[src/rtl/icache_refill_ctrl_pkg.sv]
// rtl/icache_refill_ctrl_pkg.sv - shared state encoding and AXI constants for the icache refill controller
package icache_refill_ctrl_pkg;

  typedef enum logic [1:0] {
    IDLE = 2'd0,
    AR   = 2'd1,
    R    = 2'd2,
    DONE = 2'd3
  } state_t;

  localparam logic [2:0] ARSIZE_4B    = 3'b010;
  localparam logic [1:0] ARBURST_INCR = 2'b01;
  localparam logic [1:0] RESP_OKAY    = 2'b00;

endpackage

[src/rtl/icache_refill_ctrl_if.sv]
// rtl/icache_refill_ctrl_if.sv - AXI read address/data channel bundle between refill controller and memory
interface icache_refill_ctrl_if #(
  parameter int ADDR_W = 32
);

  logic              o_arvalid;
  logic              i_arready;
  logic [ADDR_W-1:0] o_araddr;
  logic [7:0]        o_arlen;
  logic [2:0]        o_arsize;
  logic [1:0]        o_arburst;
  logic              i_rvalid;
  logic              o_rready;
  logic              i_rlast;
  logic [1:0]        i_rresp;

  // Controller side issues the burst and consumes read beats.
  modport master (
    output o_arvalid, o_araddr, o_arlen, o_arsize, o_arburst, o_rready,
    input  i_arready, i_rvalid, i_rlast, i_rresp
  );

  // Memory side accepts the burst and returns read beats.
  modport slave (
    input  o_arvalid, o_araddr, o_arlen, o_arsize, o_arburst, o_rready,
    output i_arready, i_rvalid, i_rlast, i_rresp
  );

endinterface

[src/rtl/icache_refill_ctrl.sv]
// rtl/icache_refill_ctrl.sv - single-burst instruction cache line refill controller
module icache_refill_ctrl
  import icache_refill_ctrl_pkg::*;
#(
  parameter int BEATS  = 4,
  parameter int ADDR_W = 32
) (
  input  logic                    clk,
  input  logic                    rstn,
  input  logic                    miss_req,
  input  logic [ADDR_W-1:0]       miss_addr,
  output logic                    miss_ready,
  icache_refill_ctrl_if.master    axi,
  output logic                    o_buf_shift,
  output logic [1:0]              o_offset,
  output logic                    o_refill_done,
  output logic                    o_refill_err,
  output logic                    o_busy
);

  localparam int              CNT_W    = (BEATS > 1) ? $clog2(BEATS) : 1;
  localparam logic [CNT_W-1:0] LAST_CNT = CNT_W'(BEATS - 1);

  state_t             state_q, state_d;
  logic [CNT_W-1:0]   cnt_q, cnt_d;
  logic               err_q, err_d;
  logic [ADDR_W-1:0]  araddr_q, araddr_d;
  logic [1:0]         off_q, off_d;
  logic               beat_acc;
  logic               arvalid;
  logic               rready;
  logic               unused_addr_lsb;

  // Byte-within-word bits never matter for a word-granular line fill.
  assign unused_addr_lsb = ^miss_addr[1:0];

  always_ff @(posedge clk or negedge rstn) begin
    if (!rstn) begin
      state_q  <= IDLE;
      cnt_q    <= '0;
      err_q    <= 1'b0;
      araddr_q <= '0;
      off_q    <= 2'b00;
    end else begin
      state_q  <= state_d;
      cnt_q    <= cnt_d;
      err_q    <= err_d;
      araddr_q <= araddr_d;
      off_q    <= off_d;
    end
  end

  assign beat_acc = axi.i_rvalid & rready;

  always_comb begin
    state_d       = state_q;
    cnt_d         = cnt_q;
    err_d         = err_q;
    araddr_d      = araddr_q;
    off_d         = off_q;
    miss_ready    = 1'b0;
    arvalid       = 1'b0;
    rready        = 1'b0;
    o_refill_done = 1'b0;
    o_refill_err  = 1'b0;

    case (state_q)
      IDLE: begin
        // rstn gates the accept so nothing is acknowledged while reset is held.
        if (miss_req && rstn) begin
          miss_ready = 1'b1;
          araddr_d   = {miss_addr[ADDR_W-1:4], 4'b0000};
          off_d      = miss_addr[3:2];
          state_d    = AR;
        end
      end

      AR: begin
        arvalid = 1'b1;
        if (axi.i_arready) begin
          cnt_d   = '0;
          state_d = R;
        end
      end

      R: begin
        rready = 1'b1;
        if (beat_acc) begin
          cnt_d = cnt_q + 1'b1;
          if (axi.i_rresp != RESP_OKAY) begin
            err_d = 1'b1;
          end
          // A short or long burst both poison the line; keep draining until rlast.
          if (axi.i_rlast) begin
            state_d = DONE;
            if (cnt_q != LAST_CNT) begin
              err_d = 1'b1;
            end
          end else if (cnt_q == LAST_CNT) begin
            err_d = 1'b1;
          end
        end
      end

      DONE: begin
        o_refill_done = ~err_q;
        o_refill_err  = err_q;
        err_d         = 1'b0;
        state_d       = IDLE;
      end

      default: begin
        state_d = IDLE;
      end
    endcase
  end

  assign axi.o_arvalid = arvalid;
  assign axi.o_araddr  = araddr_q;
  assign axi.o_arlen   = 8'(BEATS - 1);
  assign axi.o_arsize  = ARSIZE_4B;
  assign axi.o_arburst = ARBURST_INCR;
  assign axi.o_rready  = rready;

  assign o_buf_shift = beat_acc;
  assign o_offset    = off_q;
  assign o_busy      = (state_q != IDLE);

endmodule

[src/flat_wrapper.sv]
// flat-port wrapper written by rule: the top's interface ports become plain ports
module icache_refill_ctrl_flat import icache_refill_ctrl_pkg::*;
#(
  parameter int BEATS  = 4,
  parameter int ADDR_W = 32
)
  (clk, rstn, miss_req, miss_addr, miss_ready, o_buf_shift, o_offset, o_refill_done, o_refill_err, o_busy, axi_o_arvalid, axi_o_araddr, axi_o_arlen, axi_o_arsize, axi_o_arburst, axi_o_rready, axi_i_arready, axi_i_rvalid, axi_i_rlast, axi_i_rresp);
  icache_refill_ctrl_if #(.ADDR_W(ADDR_W)) axi_i ();
  input  logic clk;
  input  logic rstn;
  input  logic miss_req;
  input  logic [ADDR_W-1:0] miss_addr;
  output logic miss_ready;
  output logic o_buf_shift;
  output logic [1:0] o_offset;
  output logic o_refill_done;
  output logic o_refill_err;
  output logic o_busy;
  output wire logic [$bits(axi_i.o_arvalid)-1:0] axi_o_arvalid;
  output wire logic [$bits(axi_i.o_araddr)-1:0] axi_o_araddr;
  output wire logic [$bits(axi_i.o_arlen)-1:0] axi_o_arlen;
  output wire logic [$bits(axi_i.o_arsize)-1:0] axi_o_arsize;
  output wire logic [$bits(axi_i.o_arburst)-1:0] axi_o_arburst;
  output wire logic [$bits(axi_i.o_rready)-1:0] axi_o_rready;
  input wire logic [$bits(axi_i.i_arready)-1:0] axi_i_arready;
  input wire logic [$bits(axi_i.i_rvalid)-1:0] axi_i_rvalid;
  input wire logic [$bits(axi_i.i_rlast)-1:0] axi_i_rlast;
  input wire logic [$bits(axi_i.i_rresp)-1:0] axi_i_rresp;
  assign axi_o_arvalid = axi_i.o_arvalid;
  assign axi_o_araddr = axi_i.o_araddr;
  assign axi_o_arlen = axi_i.o_arlen;
  assign axi_o_arsize = axi_i.o_arsize;
  assign axi_o_arburst = axi_i.o_arburst;
  assign axi_o_rready = axi_i.o_rready;
  assign axi_i.i_arready = axi_i_arready;
  assign axi_i.i_rvalid = axi_i_rvalid;
  assign axi_i.i_rlast = axi_i_rlast;
  assign axi_i.i_rresp = axi_i_rresp;
  icache_refill_ctrl #(.BEATS(BEATS), .ADDR_W(ADDR_W)) u_core (.clk(clk), .rstn(rstn), .miss_req(miss_req), .miss_addr(miss_addr), .miss_ready(miss_ready), .axi(axi_i), .o_buf_shift(o_buf_shift), .o_offset(o_offset), .o_refill_done(o_refill_done), .o_refill_err(o_refill_err), .o_busy(o_busy));
endmodule
[config.mk]
export PLATFORM = sky130hd
export DESIGN_NAME = icache_refill_ctrl_flat
export DESIGN_NICKNAME = d
export VERILOG_FILES = /design/src/rtl/icache_refill_ctrl_pkg.sv /design/src/rtl/icache_refill_ctrl_if.sv /design/src/rtl/icache_refill_ctrl.sv /design/src/flat_wrapper.sv
export SDC_FILE = /design/constraint.sdc
export NUM_CORES = 1
export LEC_CHECK = 0
export CAP_MARGIN = 40
export CORE_MARGIN = 3
export CORE_UTILIZATION = 40
export DETAILED_ROUTE_END_ITERATION = 6
export HOLD_SLACK_MARGIN = 0.05
export PLACE_DENSITY_LB_ADDON = 0.12
export SLEW_MARGIN = 20
export SYNTH_ARGS = -nofsm -noshare
export SYNTH_HDL_FRONTEND = slang
export SYNTH_SLANG_ARGS = --single-unit
[constraint.sdc]
create_clock -name clk -period 3.69 [get_ports clk]
set_clock_uncertainty 0.15 [all_clocks]
set_input_delay 0.738 -clock clk [delete_from_list [all_inputs] [get_ports clk]]
set_output_delay 0.738 -clock clk [all_outputs]
set_load 0.02 [all_outputs]
==> results of run 1 <==
-- cell type report --
class | count | area, um^2
Sequential cell | 35 | 876
Fill cell | 329 | 1550
Multi-Input combinational cell | 79 | 768
Timing Repair Buffer | 76 | 751
Tap cell | 50 | 62.6
Inverter | 6 | 22.5
Clock inverter | 3 | 43.8
Clock buffer | 5 | 68.8
-- power groups by stage --
stage / Clock [mW] / Sequential, mW / Combinational (mW)
2_1_floorplan: 0 / 0.894 / 0.517
3_3_place_gp: 0 / 0.689 / 1.20
3_5_place_dp: 0 / 0.697 / 1.22
4_1_cts: 0.349 / 0.698 / 1.23
5_1_grt: 0.367 / 0.726 / 1.28
6_report: 0.339 / 0.696 / 1.21
-- through the flow --
stage,util [%],hold slack [ns],setup WS (ns)
3_3_place_gp,59.8,0.341,0.717
5_1_grt,62.6,0.368,0.642
3_5_place_dp,59.8,0.340,0.696
4_1_cts,62.6,0.364,0.699
2_1_floorplan,-,0.292,1.63
6_report,62.6,0.362,0.689
-- critical path, cell delays in order --
cell	delay, ns
clkdlybuf4s50_1	0.61
and2_1	0.16
clkdlybuf4s50_1	0.61
-- cell families (layout without fill, tap and decap cells) --
kind of cell	Yosys count	in the layout
flip-flops	35	35
multiplexers	31	31
buffers and inverters	26	90
AND/OR/NAND/NOR	14	14
AO/OA/AOI/OAI	10	10
adder cells (fa/ha/maj)	6	6
other	2	17
XOR/XNOR	1	1
-- routing by layer --
layer	vias up	track usage [%]	share of wire, %
li1	539	-	-
met1	573	18.9	42
met2	60	23.4	48
met3	5	4.43	9.4
met4	0	3.69	0.68
met5	-	0	0
-- how the worst max path moves through the flow --
stage,end,cells past startpoint,slack [ns]
floorplan,miss_ready,5,1.63
global placement,o_buf_shift,3,0.72
detailed placement,o_buf_shift,3,0.70
CTS,o_buf_shift,3,0.70
global route,o_buf_shift,3,0.64
finish,o_buf_shift,3,0.69
-- synth_stat cells (all sizes together) --
cell and instances:
nor2 1, mux2 31, nand2b 1, o21ai 2, and2b 1, nor4 1
o21bai 1, a221oi 1, dfrtp 35, inv 6, and2 2, a21oi 1
xor2 1, or2b 1, nor2b 3, a2bb2oi 1, nand2 3, conb 2
ha 6, nand3 1, buf 20, o22ai 2, a22o 2
-- placed cells by master (no fill, tap or decap) --
cell	count
clkdlybuf4s50_1	73
dfrtp_1	35
mux2_4	29
conb_1	17
inv_1	6
ha_1	6
clkbuf_8	5
nor2b_1	3
and2_1	2
nand2_1	2
o22ai_1	2
a22o_1	2
o21ai_0	2
buf_4	2
nand3_2	1
nand2_2	1
and2b_1	1
a221oi_2	1
mux2_1	1
o21bai_1	1
xor2_1	1
nor4_1	1
or2b_1	1
nand2b_1	1
nor2_1	1
a21oi_1	1
a2bb2oi_1	1
mux2_2	1
clkinv_2	1
clkinv_4	1
bufinv_16	1
buf_2	1
-- registers in the layout, indices dropped and copies added, names as in the netlist --
signal               count
u_core.err_q             1
u_core.o_offset          2
u_core.state_q           2
u_core.cnt_q             2
u_core.axi.o_araddr     28
==> flow_metrics.tcl, run 1 <==
set metrics [dict create \
    finalNonFillerCells 254 \
    swShare_pct 34.9 \
    core_area_um2 4140 \
    layout-drive-gt1-share_pct 21.6 \
    rr_startpoint "u_core.state_q[0]$_DFFE_PN0P_" \
    sequentialPowerShare_pct 31.0 \
    grt_usage_pct 14.5 \
    grt_pass1_vias 1216 \
    insertion_delay_ns 0.28 \
    nets 249 \
    period_share_pct 81.3 \
    ys_warn_count 0 \
    clk_pin_slew_ns 0.07 \
    hold_depth 1 \
    cts.htree.levels 2 \
    drt_iter0_drc 77 \
    hold_start "u_core.axi.o_araddr[17]$_DFFE_PN0P_" \
    start_util_pct 42.8 \
    setup_tns_ns 0 \
    synth.area.mux_share_pct 25.8 \
    period_minus_slack_ns 3.00 \
    place_congestion 0.725 \
    relSlewSlack_pct 63.2 \
    area_growth_pct 46.3 \
    synth_fa_ha_area_share_pct 4.24 \
    clockBufferDepth 2 \
    critPathMaxFanout 8 \
    dp_hpwl_mm 2.75 \
    ys_ff_latch 35 \
    antenna_found_initial 0 \
    dpl_cell_area_um2 2480 \
    ys_types 27 \
    worstSetupStartpoint "axi_i_rvalid" \
    grt_pass1_wl_mm 5.98 \
    powerDensity_nw_per_um2 866 \
    drt-total-wl_mm 3.70 \
    clkPwrFrac_pct 15.1 \
    drv_slew 0 \
    dp_cells 246 \
    synth_xor_xnor_area_share_pct 0.494 \
    switching_power_mw 0.784 \
    rsz0062_at_grt "false" \
    rows 23 \
    port_buffers 74 \
    min_to "u_core.axi.o_araddr[17]$_DFFE_PN0P_" \
    arrival_ns 2.11 \
    outcome "finished clean" \
    r2r_end "u_core.axi.o_araddr[26]$_DFFE_PN0P_" \
    synth-simple-area-share_pct 4.87 \
    hold_viol_final 0 \
    drc 0 \
    grt_remaining_overflow 0 \
    post_cts_buffers 0 \
    cts_hold_buf 0 \
    drtPass1Iterations 4 \
    synth_compound_area_share_pct 4.31 \
    grt_max_degree 37 \
    hp-class "reg -> reg" \
    r2r_cells 5 \
    fin_area_um2 2590 \
    cts-buffers-inserted 5 \
    synth_top_family_by_area "multiplexers" \
    critPathKind "in -> out" \
    p_leak_nw 1.25 \
    clock_sinks 35 \
    setup_violations 0 \
    fmax_ghz 0.333 \
    ant_nets 0 \
    avgSynthCellArea_um2 14.2 \
    synth_top_cell_by_area "dfrtp_1" \
    maxCapViolCount 0 \
    cts-root-buf "clkbuf_8" \
    worstMarginPinSlew_ns 0.552 \
    seq_area_frac_synth_pct 49.4 \
    syn_area_um2 1770 \
    vias_per_cell 4.63 \
    synthDominantCellAreaShare_pct 49.4 \
    die_area_um2 5260 \
    io_pins 94 \
    ir_worst_vdd_v 0.000440 \
    dieWidth_um 72.6 \
    synth_cells 125 \
    ff2ff_setup_slack_ns 1.67 \
    critPathCaptureType "primary output" \
    p_total_mw 2.25 \
    cp.required_ns 2.80 \
    synth_area_leaders "dfrtp_1, mux2_4, buf_4, ha_1, buf_6" \
    wl_per_cell_um 14.6 \
    critPathLaunchType "input pin" \
    num_vias 1177 \
    intPower_mw 1.46 \
    cts_tree "yes" \
    num_antenna_cells 0 \
    power_frac_comb_pct 53.9 \
    ctsResizeCount 0 \
    fp.dieH_um 72.6 \
]
Note: power is estimated with default switching activity, not from simulation.
==> run 2, diff against run 1 <==
- CORE_UTILIZATION: 40 -> 35
- clock period: 3.69 -> 2.56 ns (I/O delays scaled with it)
==> flow_metrics.tcl, run 2 (synthesized netlist as in run 1, its figures left out) <==
set metrics [dict create \
    arrival_ns 1.78 \
    drt-total-wl_mm 3.58 \
    layout-drive-gt1-share_pct 22.7 \
    relSlewSlack_pct 63.4 \
    intPower_mw 2.02 \
    drt_iter0_drc 54 \
    num_vias 1162 \
    switching_power_mw 1.12 \
    dp_hpwl_mm 2.76 \
    cts_hold_buf 0 \
    use_met2_pct 19.0 \
    vias_per_cell 4.24 \
    clk_pin_slew_ns 0.07 \
    worstMarginPinSlew_ns 0.549 \
    p_leak_nw 1.27 \
    grt_usage_pct 12.5 \
    fillCellCount 449 \
    die_area_um2 5950 \
    outcome "finished clean" \
    grt_busiest_layer "met2" \
    post-route-util_pct 54.3 \
    cp.required_ns 1.90 \
    critPathKind "reg -> out" \
    area_growth_pct 47.6 \
    antenna_found_initial 0 \
    rsz0062_at_grt "false" \
    powerDensity_nw_per_um2 1200 \
    drv_slew 0 \
    p_total_mw 3.14 \
    port_buffers 74 \
    ir_worst_vdd_v 0.000693 \
    largest_reg_flops 28 \
    drc 0 \
    core_area_um2 4820 \
    grt_remaining_overflow 0 \
    maxCapViolCount 0 \
    met3_usage_pct 5.87 \
    grt_pass1_wl_mm 5.93 \
    cts-root-buf "clkbuf_8" \
    insertion_delay_ns 0.28 \
    io_pins 94 \
    period_share_pct 95.2 \
    ant_nets 0 \
    drtPass1Iterations 3 \
    cts_tree "yes" \
    met1_usage_pct 15.9 \
    sequentialPowerShare_pct 31.8 \
    critPathCaptureType "primary output" \
    setup_violations 0 \
    setup_tns_ns 0 \
    hold-worst-slack_ns 0.0627 \
    power_frac_comb_pct 55.8 \
    ff2ff_setup_slack_ns 0.55 \
    place_congestion 0.756 \
    dpl_cell_area_um2 2520 \
    nets 252 \
    fin_area_um2 2620 \
    clock_sinks 35 \
    clkPwrFrac_pct 12.4 \
    post_cts_buffers 0 \
    cts.htree.levels 2 \
    period_minus_slack_ns 2.44 \
    clockBufferDepth 2 \
    cts-buffers-inserted 5 \
    wl_per_cell_um 13.1 \
    hp-class "in -> async" \
    grt_max_degree 31 \
    critPathLaunchType "flip-flop" \
    most-common-layout-cells "clkdlybuf4s50_1, dfrtp_1, mux2_4, conb_1" \
    fp.dieH_um 77.1 \
    fmax_ghz 0.410 \
    dieWidth_um 77.1 \
    rows 25 \
    swShare_pct 35.8 \
    hold_viol_final 0 \
    layout_commonest_cell "clkdlybuf4s50_1" \
    start_util_pct 36.8 \
    critPathMaxFanout 4 \
    grt_pass1_vias 1216 \
    num_antenna_cells 0 \
]
run 2: changes by cell type in the layout (fill, tap and decap cells not counted), sizes merged:
cell | previous run | this run
bufinv | 1 | 0
buf | 3 | 6
clkinv | 2 | 1
clkdlybuf4s50 | 73 | 72
dlymetal6s2s | 0 | 1
clkinvlp | 0 | 2
run 2: worst paths after layout:
| path | from | end | cells past startpoint |
|---|---|---|---|
| setup / recovery | u_core.state_q[0]$_DFFE_PN0P_ | o_buf_shift | 4 |
| setup reg to reg | u_core.state_q[0]$_DFFE_PN0P_ | u_core.axi.o_araddr[26]$_DFFE_PN0P_ | 5 |
| hold / removal | rstn | u_core.err_q$_DFFE_PN0P_ | 2 |
| hold reg to reg | u_core.axi.o_araddr[18]$_DFFE_PN0P_ | u_core.axi.o_araddr[18]$_DFFE_PN0P_ | 1 |
| max in group asynchronous | rstn | u_core.axi.o_araddr[10]$_DFFE_PN0P_ | 2 |
| min in group clk | u_core.axi.o_araddr[18]$_DFFE_PN0P_ | u_core.axi.o_araddr[18]$_DFFE_PN0P_ | 1 |
run 2: power by group through the flow:
stage / Combinational (mW) / Sequential [mW] / Clock, mW
CTS: 1.78 / 1.00 / 0.414
global route: 1.86 / 1.04 / 0.440
finish: 1.75 / 0.999 / 0.388
detailed placement: 1.77 / 1.00 / 0
floorplan: 0.746 / 1.29 / 0
global placement: 1.74 / 1.00 / 0
run 2: repair_timing:
action / CTS / global route
endpoints found under the setup margin: 0 / 1
resized for setup: 0 / 1
endpoints found under the hold margin: 0 / 0
run 2: per-stage QoR:
step                cells  setup WS, ns
global placement      266         0.104
finish                274         0.122
global route          274        0.0371
floorplan             140         0.727
detailed placement    266         0.107
CTS                   274       0.00636
run 2: layout make-up:
cell class	count	area (um^2)	share of cell area, %
sequential	35	876	33.5
timing repair buffer	79	776	29.7
multi-input combinational	79	768	29.4
inverter	6	22.5	0.861
clock inverter	3	20.0	0.766
clock buffer	5	68.8	2.63
tap	67	83.8	3.21
run 2: critical path, cell delays in order, from the launching register on:
cell             delay, ns
dfrtp_1               0.41
inv_1                 0.12
ha_1                  0.22
and2_1                0.14
clkdlybuf4s50_1       0.60
run 2: per-layer routing:
metal  part of all wire (%)  up-vias
met5                      0        -
met4                   0.42        0
met3                    9.5        2
met2                     47       58
met1                     43      553
li1                       -      549
